**src/rtl/inverse_seq_ctrl.sv**
```systemverilog
// inverse_seq_ctrl
// Sequencer for the NxN matrix-inverse datapath. A run loads N*N coefficients
// from the ROM into the datapath input array, pulses the datapath start,
// waits for a result (or gives up after TIMEOUT cycles) and streams the
// inverse out in row-major order on a valid/ready port.
//
// Ports:
//   clk, reset         rising-edge clock, synchronous active-high reset
//   start / busy       run request (taken only when idle) / run in progress
//   rom_addr, rom_data coefficient ROM read port (data ROM_LAT cycles later)
//   ld_we, ld_addr,    datapath input-array write port, index 1..N*N
//   ld_data
//   calc_start         one-cycle datapath start pulse
//   calc_done,         datapath result valid; singular flag qualified by done
//   calc_singular
//   res_addr, res_data combinational result read port, index 0..N*N-1
//   out_valid, out_ready, out_data, out_index   result stream
//   done               one-cycle pulse at the end of every run
//   singular,          sticky run status, cleared by the next accepted start
//   timeout_err
module inverse_seq_ctrl #(
    parameter int N       = 5,
    parameter int DATA_W  = 32,
    parameter int ROM_LAT = 1,
    parameter int TIMEOUT = 1024
) (
    input  logic              clk,
    input  logic              reset,
    input  logic              start,
    output logic              busy,
    output logic [4:0]        rom_addr,
    input  logic [DATA_W-1:0] rom_data,
    output logic              ld_we,
    output logic [4:0]        ld_addr,
    output logic [DATA_W-1:0] ld_data,
    output logic              calc_start,
    input  logic              calc_done,
    input  logic              calc_singular,
    output logic [4:0]        res_addr,
    input  logic [DATA_W-1:0] res_data,
    output logic              out_valid,
    input  logic              out_ready,
    output logic [DATA_W-1:0] out_data,
    output logic [4:0]        out_index,
    output logic              done,
    output logic              singular,
    output logic              timeout_err
);

    localparam int NN = N * N;
    localparam logic [4:0] LAST_LD  = 5'(NN);
    localparam logic [4:0] LAST_RES = 5'(NN - 1);
    localparam int CNT_W = $clog2(TIMEOUT + 1);
    localparam logic [CNT_W-1:0] CNT_LIMIT = CNT_W'(TIMEOUT - 1);

    typedef enum logic [2:0] {
        S_IDLE,
        S_LOAD,
        S_KICK,
        S_WAIT,
        S_READ
    } state_t;

    state_t state;
    state_t state_next;

    logic [ROM_LAT-1:0] pipe_v;
    logic [4:0]         pipe_a [ROM_LAT];
    logic [4:0]         idx;
    logic [CNT_W-1:0]   wait_cnt;

    logic start_ok;
    logic load_last;
    logic calc_ok;
    logic calc_bad;
    logic time_up;
    logic handshake;
    logic finish;
    logic fetch;

    assign start_ok  = (state == S_IDLE) && start;
    assign load_last = (state == S_LOAD) && ld_we && (ld_addr == LAST_LD);
    assign calc_ok   = (state == S_WAIT) && calc_done && !calc_singular;
    assign calc_bad  = (state == S_WAIT) && calc_done && calc_singular;
    // calc_done takes priority over a timeout landing on the same cycle
    assign time_up   = (state == S_WAIT) && !calc_done && (wait_cnt == CNT_LIMIT);
    assign handshake = out_valid && out_ready;
    assign finish    = (state == S_READ) && handshake && (out_index == LAST_RES);
    // refill the output register on entry to READ and after every accepted
    // word except the last one
    assign fetch     = (state == S_READ) && (!out_valid || handshake) && !finish;

    always_ff @(posedge clk) begin
        if (reset) begin
            state <= S_IDLE;
        end else begin
            state <= state_next;
        end
    end

    always_comb begin
        state_next = state;
        calc_start = 1'b0;
        busy       = (state != S_IDLE);
        case (state)
            S_IDLE: if (start) state_next = S_LOAD;
            S_LOAD: if (load_last) state_next = S_KICK;
            S_KICK: begin
                calc_start = 1'b1;
                state_next = S_WAIT;
            end
            S_WAIT: begin
                if (calc_ok) begin
                    state_next = S_READ;
                end else if (calc_bad || time_up) begin
                    state_next = S_IDLE;
                end
            end
            S_READ: if (finish) state_next = S_IDLE;
            default: state_next = S_IDLE;
        endcase
    end

    // ROM address issue plus a delay line that lines the issued address up
    // with the ROM data ROM_LAT cycles later. rom_addr is only non-zero while
    // addresses are being issued, so it doubles as the issue-valid flag.
    always_ff @(posedge clk) begin
        if (reset) begin
            rom_addr <= '0;
            pipe_v   <= '0;
            for (int k = 0; k < ROM_LAT; k++) begin
                pipe_a[k] <= '0;
            end
        end else begin
            if (start_ok) begin
                rom_addr <= 5'd1;
            end else if ((state == S_LOAD) && (rom_addr != 5'd0)) begin
                rom_addr <= (rom_addr == LAST_LD) ? 5'd0 : rom_addr + 5'd1;
            end
            pipe_v[0] <= (state == S_LOAD) && (rom_addr != 5'd0);
            pipe_a[0] <= rom_addr;
            for (int k = 1; k < ROM_LAT; k++) begin
                pipe_v[k] <= pipe_v[k-1];
                pipe_a[k] <= pipe_a[k-1];
            end
        end
    end

    assign ld_we   = pipe_v[ROM_LAT-1];
    assign ld_addr = pipe_a[ROM_LAT-1];
    assign ld_data = ld_we ? rom_data : '0;

    // wait_cnt counts cycles since calc_start, so it is 1 on the first WAIT cycle
    always_ff @(posedge clk) begin
        if (reset) begin
            wait_cnt <= '0;
        end else if (state == S_KICK) begin
            wait_cnt <= CNT_W'(1);
        end else if (state == S_WAIT) begin
            wait_cnt <= wait_cnt + CNT_W'(1);
        end
    end

    // Result stream: idx is the next result to fetch, out_* is the word on offer
    always_ff @(posedge clk) begin
        if (reset) begin
            idx       <= '0;
            out_valid <= 1'b0;
            out_data  <= '0;
            out_index <= '0;
        end else if (calc_ok) begin
            idx <= '0;
        end else if (fetch) begin
            out_valid <= 1'b1;
            out_data  <= res_data;
            out_index <= idx;
            if (idx != LAST_RES) begin
                idx <= idx + 5'd1;
            end
        end else if (finish) begin
            idx       <= '0;
            out_valid <= 1'b0;
            out_data  <= '0;
            out_index <= '0;
        end
    end

    assign res_addr = idx;

    always_ff @(posedge clk) begin
        if (reset) begin
            done        <= 1'b0;
            singular    <= 1'b0;
            timeout_err <= 1'b0;
        end else begin
            done <= finish || calc_bad || time_up;
            if (start_ok) begin
                singular    <= 1'b0;
                timeout_err <= 1'b0;
            end
            if (calc_bad) begin
                singular <= 1'b1;
            end
            if (time_up) begin
                timeout_err <= 1'b1;
            end
        end
    end

endmodule

```
**config.mk**
```make
export PLATFORM = sky130hd
export DESIGN_NAME = inverse_seq_ctrl
export DESIGN_NICKNAME = d
export VERILOG_FILES = /design/src/rtl/inverse_seq_ctrl.sv
export SDC_FILE = /design/constraint.sdc
export NUM_CORES = 1
export LEC_CHECK = 0
export BUFFER_PORTS_ARGS = -buffer_cell sky130_fd_sc_hd__buf_2
export CELL_PAD_IN_SITES_DETAIL_PLACEMENT = 0
export CELL_PAD_IN_SITES_GLOBAL_PLACEMENT = 2
export CORE_AREA = 2 2 118 120
export DETAILED_ROUTE_END_ITERATION = 8
export DIE_AREA = 0 0 120 122
export GPL_TIMING_DRIVEN = 0
export PLACE_DENSITY = 0.79
export SYNTH_ARGS = -nofsm -noshare
export SYNTH_HDL_FRONTEND = slang
export SYNTH_SLANG_ARGS = --single-unit
export TNS_END_PERCENT = 5
```
**constraint.sdc**
```tcl
create_clock -name clk -period 2 [get_ports clk]
set_clock_uncertainty 0.1 [all_clocks]
set_input_delay 0.4 -clock clk [delete_from_list [all_inputs] [get_ports clk]]
set_output_delay 0.4 -clock clk [all_outputs]
set_load 0.005 [all_outputs]
```
==> results of run 1 <==
[routing by layer]
| layer | vias to the layer above | GRT usage, % | routed length, µm | share of wire [%] |
|---|---|---|---|---|
| met5 | - | 0 | 0 | 0 |
| met4 | 0 | 7.500 | 439 | 4.3 |
| met3 | 18 | 4.213 | 805 | 7.9 |
| met2 | 140 | 23.33 | 4657 | 46 |
| met1 | 1513 | 16.13 | 4329 | 42 |
| li1 | 1664 | - | - | - |
[cells in the mapped netlist (all sizes together) (4+ instances only)]
master,count
dfxtp,71
nand2,52
a21oi,49
nand3,48
and2,33
nor2,19
clkbuf,15
buf,12
inv,11
ha,6
xnor2,6
nand4,5
nor3,5
o21ai,5
mux2i,4
nor3b,4
nor4,4
xor2,4
[registers in the layout, summed over array words and instances, names as in the netlist, 3 cells and up]
register / flops
res_addr: 5
out_data: 32
pipe_a: 5
state: 3
rom_addr: 5
out_index: 5
wait_cnt: 11
[area by class of cell]
| class | instances | area (µm²) | area share, % |
|---|---|---|---|
| Clock inverter | 7 | 80.08 | 1.772 |
| Timing Repair Buffer | 159 | 795.8 | 17.61 |
| Tap cell | 180 | 225.2 | 4.985 |
| Clock buffer | 9 | 225.2 | 4.985 |
| Buffer | 27 | 115.1 | 2.548 |
| Sequential cell | 71 | 1421 | 31.46 |
| Inverter | 11 | 41.29 | 0.9139 |
| Multi-Input combinational cell | 278 | 1614 | 35.72 |
[cells by family (layout without fill, tap and decap cells)]
logic type / count (synthesis) / after routing
AO/OA/AOI/OAI: 67 / 67
XOR/XNOR: 10 / 10
adder cells (fa/ha/maj): 6 / 6
buffers and inverters: 38 / 213
flip-flops: 71 / 71
multiplexers: 5 / 5
AND/OR/NAND/NOR: 190 / 190
[worst paths after layout]
kind / endpoint / slack, ns / cells after the start
max: busy / 0.14 / 3
min: out_data[13] / 0.22 / 3
max reg2reg: out_data[17] / 0.16 / 7
min reg2reg: out_data[22] / 0.35 / 2
[timing repair]
| item | CTS | global route |
|---|---|---|
| endpoints found under the hold margin | 0 | 0 |
| setup endpoints to repair | 0 | 41 |
| gates resized for setup | 0 | 4 |
| hold buffers | 0 | 0 |
[worst max-delay path, cell delays in order, from the launching register on]
cell     delay, ns
dfxtp_1       0.41
nor3_1        0.34
inv_1         0.13
buf_2         0.15
[power breakdown]
part / total [mW] / switching [mW] / internal [mW]
sequential: 1.50 / 0.0542 / 1.44
combinational: 0.405 / 0.220 / 0.184
clock: 1.62 / 0.641 / 0.978
total: 3.52 / 0.916 / 2.61
[metrics by stage]
stage               power, mW  cell area [µm²]  util, %  setup slack, ns
CTS                     3.562             4494    33.28          0.06690
global placement        1.920             4189    31.02           0.1363
finish                  3.523             4518    33.46           0.1370
global route            3.706             4518    33.46         -0.01267
detailed placement      1.927             4189    31.02          0.09951
floorplan               1.726             3168        -           0.3896
==> flow_metrics.tcl, run 1 <==
set metrics [dict create \
    numClockSinks 71 \
    syn2layout_area_growth_pct 42.61 \
    min_path_type "input pin to flip-flop" \
    clk-insertion-delay-late_ns 0.33 \
    outcome "finished, final reports clean" \
    drt_iter0_drc 110 \
    critPathCaptureType "output pin" \
    grt_pass1_vias 3253 \
    synthSimpleGateAreaFrac_pct 31.16 \
    peakVddDrop_uv 350.6 \
    cp-start-kind "flip-flop" \
    synth_top_family_by_area "simple AND/OR/NAND/NOR gates" \
    numCtsBuffers 9 \
    nets 633 \
    cp_max_fo 8 \
    die_x_um 120 \
    synth_compound_area_share_pct 12.28 \
    setup-violations-final 0 \
    grt_pass1_wl_um 16120 \
    relSlewSlack_pct 61.35 \
    via_per_inst 4.495 \
    drv_slew 0 \
    period_needed_ns 1.863 \
    start_util_pct 23.46 \
    maxCapViolCount 0 \
    finalCritPeriodShare_pct 93.15 \
    finalWirelength_um 10230 \
    dpl.hpwl_um 7996 \
    worstHoldStart "res_data[13]" \
    final_common_cell "buf_2" \
    whs_ns 0.2210 \
    drive_gt1_share_pct 34.88 \
    worst_slew_pin_slew_ns 0.5771 \
    synth_top_flop_cell "dfxtp_1" \
    syn_area_um2 3168 \
    instances_no_fill 742 \
    die_area_um2 14640 \
    fmax_ghz 0.5368 \
    portBuffers 159 \
    syn_nets 463 \
    power.density_nw_per_um2 779.8 \
    cts_buffer_depth 2 \
    crit_start "state[0]" \
    rr_startpoint "state[2]" \
    place_congestion 0.7648 \
    p_leak_nw 2.025 \
    synthMuxAreaShare_pct 1.619 \
    rsz0062_at_grt "true" \
    wl_per_cell_um 13.79 \
    synthXorXnorAreaFrac_pct 2.765 \
    h-tree-depth 3 \
    placed_cells 726 \
    postCtsSetupRepairBufs 0 \
    synth-async-reset-ratio_pct 0 \
    rows 43 \
    synth-edff-count 0 \
    cts_tree "yes" \
    cts.clk_slew.worst_paths_ns 0.07 \
    hold_viol_final 0 \
    ioPinCount 161 \
    avgSynthCellArea_um2 8.186 \
    ys_ff_latch 71 \
    dr.pass1.iters 4 \
    critPathArrivalTime_ns 1.36 \
    synthAdderAreaFrac_pct 2.370 \
    final_cell_mix "170 x buf_2, 71 x dfxtp_1, 52 x nand2_1" \
    antenna_found_initial 0 \
    core_area_um2 13500 \
    nFillCells 1428 \
    synthTopCellsByArea "dfxtp_1 45%, a21oi_1 7.7%, nand3_1 7.6%, and2_1 6.5%, nand2_1 6.2%" \
    vias 3335 \
    dieHeight_um 122 \
    tns_ns 0 \
    yosysSeqAreaShare_pct 44.87 \
    drc 0 \
    antenna_cells 0 \
    ys_warn_count 0 \
    ant_nets 0 \
    synthDistinctLibCells 44 \
    synth_top_area_share_pct 44.87 \
    grt_overflow_total 0 \
    grt_max_degree 15 \
    yosysTopAreaCell "dfxtp_1" \
    clock-root-buffer "clkbuf_16" \
    postSynthCellCount 387 \
    grt_usage_pct 13.99 \
    critPathKind "flip-flop to output pin" \
    crit_required_ns 1.50 \
]
Power figures use the tool's default switching activity.
==> run 2: changes to the inputs <==
--- a/config.mk
+++ b/config.mk
@@ -12,7 +12,7 @@
 export DETAILED_ROUTE_END_ITERATION = 8
 export DIE_AREA = 0 0 120 122
 export GPL_TIMING_DRIVEN = 0
-export PLACE_DENSITY = 0.79
+export PLACE_DENSITY_LB_ADDON = 0.1
 export SYNTH_ARGS = -nofsm -noshare
 export SYNTH_HDL_FRONTEND = slang
 export SYNTH_SLANG_ARGS = --single-unit
==> run 2 against run 1 <==
  * Clock power decreased by 2%
  * Global-route usage shrank 0.34 points
  * Sequential power hardly changed
  * Routed wire length decreased by 2.6%
  * Combinational power fell by 5.4%
  * Final cell count increased by 0.13%
  * First-iteration DRC count decreased by 8.2%
==> flow_metrics.tcl, run 2 (synthesis gave the netlist of run 1 again) <==
set metrics [dict create \
    portBuffers 159 \
    dp_slack_ns 0.02475 \
    reg2reg_depth 7 \
    clock-root-buffer "clkbuf_16" \
    grt_pass1_wl_um 15620 \
    drt_iter0_drc 101 \
    core_area_um2 13500 \
    grt_overflow_total 0 \
    largest_reg_flops 32 \
    grt_max_degree 12 \
    nets 633 \
    power.density_nw_per_um2 767.1 \
    die_area_um2 14640 \
    placed_cells 726 \
    ioPinCount 161 \
    reg2reg_slack_ns 0.20 \
    layout_setup_ws_ns 0.06360 \
    rr_startpoint "state[2]" \
    drv_slew 0 \
    crit_required_ns 1.50 \
    power_mw 3.455 \
    final_common_cell "buf_2" \
    seqCellArea_um2 1421 \
    maxCapViolCount 0 \
    multi_input_area_um2 1608 \
    relSlewSlack_pct 48.04 \
    setup-violations-final 0 \
    numClockSinks 71 \
    wl_per_cell_um 13.41 \
    grt_pass1_vias 3120 \
    critPathKind "flip-flop to output pin" \
    cts.clk_slew.worst_paths_ns 0.05 \
    peakVddDrop_uv 418.8 \
    rows 43 \
    p_leak_nw 2.032 \
    antenna_found_initial 1 \
    numCtsBuffers 9 \
    cts_buffer_depth 2 \
    ant_nets 0 \
    reg.largest.list "out_data: 32 flops, wait_cnt: 11 flops" \
    drive_gt1_share_pct 34.88 \
    via_per_inst 4.393 \
    instances_no_fill 743 \
    fmax_ghz 0.5164 \
    dr.pass1.iters 4 \
    rsz0062_at_grt "true" \
    crit_end "calc_start" \
    die_x_um 120 \
    nFillCells 1473 \
    dpl.hpwl_um 7578 \
    top_register "out_data" \
    postCtsSetupRepairBufs 0 \
    r2r_end "res_addr[2]" \
    drc 0 \
    hold_viol_final 0 \
    finalWirelength_um 9960 \
    min_path_type "input pin to flip-flop" \
    outcome "finished, final reports clean" \
    cp-start-kind "flip-flop" \
    clk-insertion-delay-late_ns 0.33 \
    finalCritPeriodShare_pct 96.82 \
    crit_start "state[1]" \
    critPathArrivalTime_ns 1.44 \
    worst_slew_pin_slew_ns 0.7693 \
    vias 3264 \
    final_cell_mix "170 x buf_2, 71 x dfxtp_1, 52 x nand2_1" \
    grt_usage_pct 13.66 \
    period_needed_ns 1.936 \
    place_congestion 0.7031 \
    dieHeight_um 122 \
    cp_max_fo 8 \
    syn2layout_area_growth_pct 42.18 \
    start_util_pct 23.46 \
    h-tree-depth 3 \
    critPathCaptureType "output pin" \
    cts_tree "yes" \
]
[run 2: changes by cell type in the layout (fill, tap and decap cells not counted), sizes merged]
cell and delta:
buf -1, diode +1, clkbuf +4, inv -2
clkinvlp -2, clkinv +1
[run 2: metal layers]
layer	vias up	GRT usage, %	routed length (µm)
li1	1666	-	-
met1	1454	16.53	4492
met2	132	22.59	4467
met3	12	3.933	829
met4	0	5.956	171
met5	-	0	0
[run 2: power breakdown]
part / total (mW) / internal [mW] / switching, mW / leakage (nW)
logic: 0.383 / 0.181 / 0.202 / 1.31
clock network: 1.58 / 0.993 / 0.583 / 0.146
registers: 1.50 / 1.45 / 0.0501 / 0.573
total: 3.46 / 2.62 / 0.835 / 2.03
[run 2: area by class of cell]
type                    instances  share of cell area [%]
inverters                      11                  0.9167
clock buffers                  12                   5.472
multi-input cells             278                   35.69
diodes                          1                 0.05556
flip-flops and latches         71                   31.56
repair buffers                159                   17.67
clock inverters                 4                   1.000
plain buffers                  27                   2.639
well taps                     180                   5.000
[run 2: metrics by stage]
stage,hold WS [ns],utilization [%],cell area (µm²),TNS (ns)
floorplan,0.3483,-,3168,0
global placement,0.3345,31.02,4189,0
detailed placement,0.3405,31.02,4189,0
CTS,0.2065,33.19,4482,0
global route,0.2212,33.34,4502,-0.04144
finish,0.2203,33.36,4504,0
[run 2: worst min path at each step]
stage / startpoint / endpoint / slack (ns) / depth (start not counted)
2_1_floorplan: out_data[0] / out_data[0] / 0.35 / 2
3_3_place_gp: out_data[23] / out_data[23] / 0.33 / 2
3_5_place_dp: out_data[26] / out_data[26] / 0.34 / 2
4_1_cts: res_data[27] / out_data[27] / 0.21 / 3
5_1_grt: res_data[30] / out_data[30] / 0.22 / 3
6_report: res_data[16] / out_data[16] / 0.22 / 3
[run 2: critical path, stage by stage, from the launching register on]
cell and delay (ns):
dfxtp_1 0.53, nor3b_1 0.39, buf_2 0.19
[run 2: what timing repair did]
item | in CTS | in global routing
resized for setup | 1 | 6
endpoints found under the setup margin | 1 | 47
hold buffers | 0 | 0
==> run 3: changes to the inputs <==
==> constraint.sdc (replaced) <==
create_clock -name clk -period 2 [get_ports clk]
set_clock_uncertainty 0.1 [all_clocks]
set_input_delay 0.2 -clock clk [delete_from_list [all_inputs] [get_ports clk]]
set_output_delay 0.2 -clock clk [all_outputs]
set_load 0.005 [all_outputs]
==> run 3 against run 2 <==
  * Combinational power is essentially flat
  * Hold slack got worse by 0.20 ns
  * Non-clock buffer count unchanged
  * Via count down 0.18%
  * Sequential cell count did not move
  * First-iteration DRC count decreased by 6.9%
  * Largest power group unchanged
  * Highest routed layer unchanged
==> flow_metrics.tcl, run 3 (synthesis gave the netlist of run 1 again) <==
set metrics [dict create \
    grt_usage_pct 13.66 \
    crit_required_ns 2.12 \
    reg.largest.list "out_data: 32 flops, wait_cnt: 11 flops" \
    tns_ns 0 \
    hold_viol_final 0 \
    ctsHoldBuffers 0 \
    cts_tree "yes" \
    clk-insertion-delay-late_ns 0.33 \
    final_cell_mix "170 x buf_2, 71 x dfxtp_1, 52 x nand2_1" \
    rsz0062_at_grt "true" \
    whs_ns 0.02035 \
    dieHeight_um 122 \
    die_x_um 120 \
    period_needed_ns 1.805 \
    syn2layout_area_growth_pct 42.38 \
    final_area_um2 4511 \
    relSlewSlack_pct 63.52 \
    outcome "finished, final reports clean" \
    critPathArrivalTime_ns 1.93 \
    numCtsBuffers 9 \
    grt_overflow_total 0 \
    ant_nets 0 \
    placed_cell_area_um2 4189 \
    wl_per_cell_um 13.40 \
    antenna_found_initial 1 \
    nets 633 \
    clock-root-buffer "clkbuf_16" \
    ioPinCount 161 \
    postCtsSetupRepairBufs 0 \
    vias 3258 \
    h-tree-depth 3 \
    placed_cells 726 \
    worst_slew_pin_slew_ns 0.5473 \
    place_congestion 0.7031 \
    dpl.hpwl_um 7578 \
    grt_pass1_wl_um 15620 \
    cp_max_fo 10 \
    setup-violations-final 0 \
    die_area_um2 14640 \
    min_path_type "input pin to flip-flop" \
    finalWirelength_um 9955 \
    post_cts_resized 0 \
    portBuffers 159 \
    cts.clk_slew.worst_paths_ns 0.05 \
    largest_reg_flops 32 \
    grt_pass1_vias 3120 \
    rows 43 \
    drive_gt1_share_pct 34.88 \
    p_leak_nw 2.030 \
    power.density_nw_per_um2 766.7 \
    cp-start-kind "flip-flop" \
    drc 0 \
    instances_no_fill 743 \
    fmax_ghz 0.5539 \
    drt_iter0_drc 94 \
    critPathKind "flip-flop to flip-flop" \
    final_common_cell "buf_2" \
    power_mw 3.458 \
    core_area_um2 13500 \
    start_util_pct 23.46 \
    maxCapViolCount 0 \
    numClockSinks 71 \
    via_per_inst 4.385 \
    drv_slew 0 \
    dr.pass1.iters 6 \
    grt_max_degree 12 \
    peakVddDrop_uv 418.9 \
    critPathCaptureType "flip-flop" \
    top_register "out_data" \
    cts_buffer_depth 2 \
    finalCritPeriodShare_pct 90.26 \
]
[run 3: cell count changes in the layout (fill, tap and decap cells not counted)]
cell / change
clkbuf_1: +1
clkbuf_2: -1
o41ai_1: -1
o41ai_2: +1
[run 3: where the power goes]
group | internal (mW) | switching (mW)
Combinational | 0.182 | 0.203
Clock | 0.993 | 0.583
Sequential | 1.45 | 0.0506
Total | 2.62 | 0.837
[run 3: cell type report]
cell class,count,area (µm²)
diodes,1,2.502
plain buffers,27,117.6
clock buffers,12,246.5
clock inverters,4,45.04
fillers,1471,8994
inverters,11,41.29
multi-input cells,278,1615
flip-flops and latches,71,1421
well taps,180,225.2
repair buffers,159,795.8
[run 3: worst paths after layout]
| path | cells after the start | slack [ns] | endpoint | from |
|---|---|---|---|---|
| setup / recovery | 7 | 0.19 | res_addr[2] | state[2] |
| hold / removal | 3 | 0.02 | out_data[16] | res_data[16] |
| setup reg to reg | 7 | 0.19 | res_addr[2] | state[2] |
| hold reg to reg | 2 | 0.35 | out_data[26] | out_data[26] |
[run 3: worst max-delay path, cell delays in order, from the launching register on]
cell and delay, ns:
dfxtp_1 0.30, buf_2 0.20, nor3b_4 0.32, and2_1 0.16, buf_2 0.13, buf_2 0.23
nand3_1 0.10, o2111a_1 0.15
[run 3: through the flow]
stage	util, %	worst slack (ns)
floorplan	-	0.3896
global placement	31.02	0.06554
detailed placement	31.02	0.02475
CTS	33.18	0.004114
global route	33.38	-0.002841
finish	33.40	0.1948
[run 3: metal layers]
| layer | vias to the layer above | global-route usage, % | share of wire (%) | wire length (µm) |
|---|---|---|---|---|
| met3 | 12 | 3.933 | 8.3 | 825 |
| met1 | 1452 | 16.53 | 45 | 4486 |
| li1 | 1666 | - | - | - |
| met2 | 128 | 22.59 | 45 | 4472 |
| met4 | 0 | 5.956 | 1.7 | 171 |
| met5 | - | 0 | 0 | 0 |
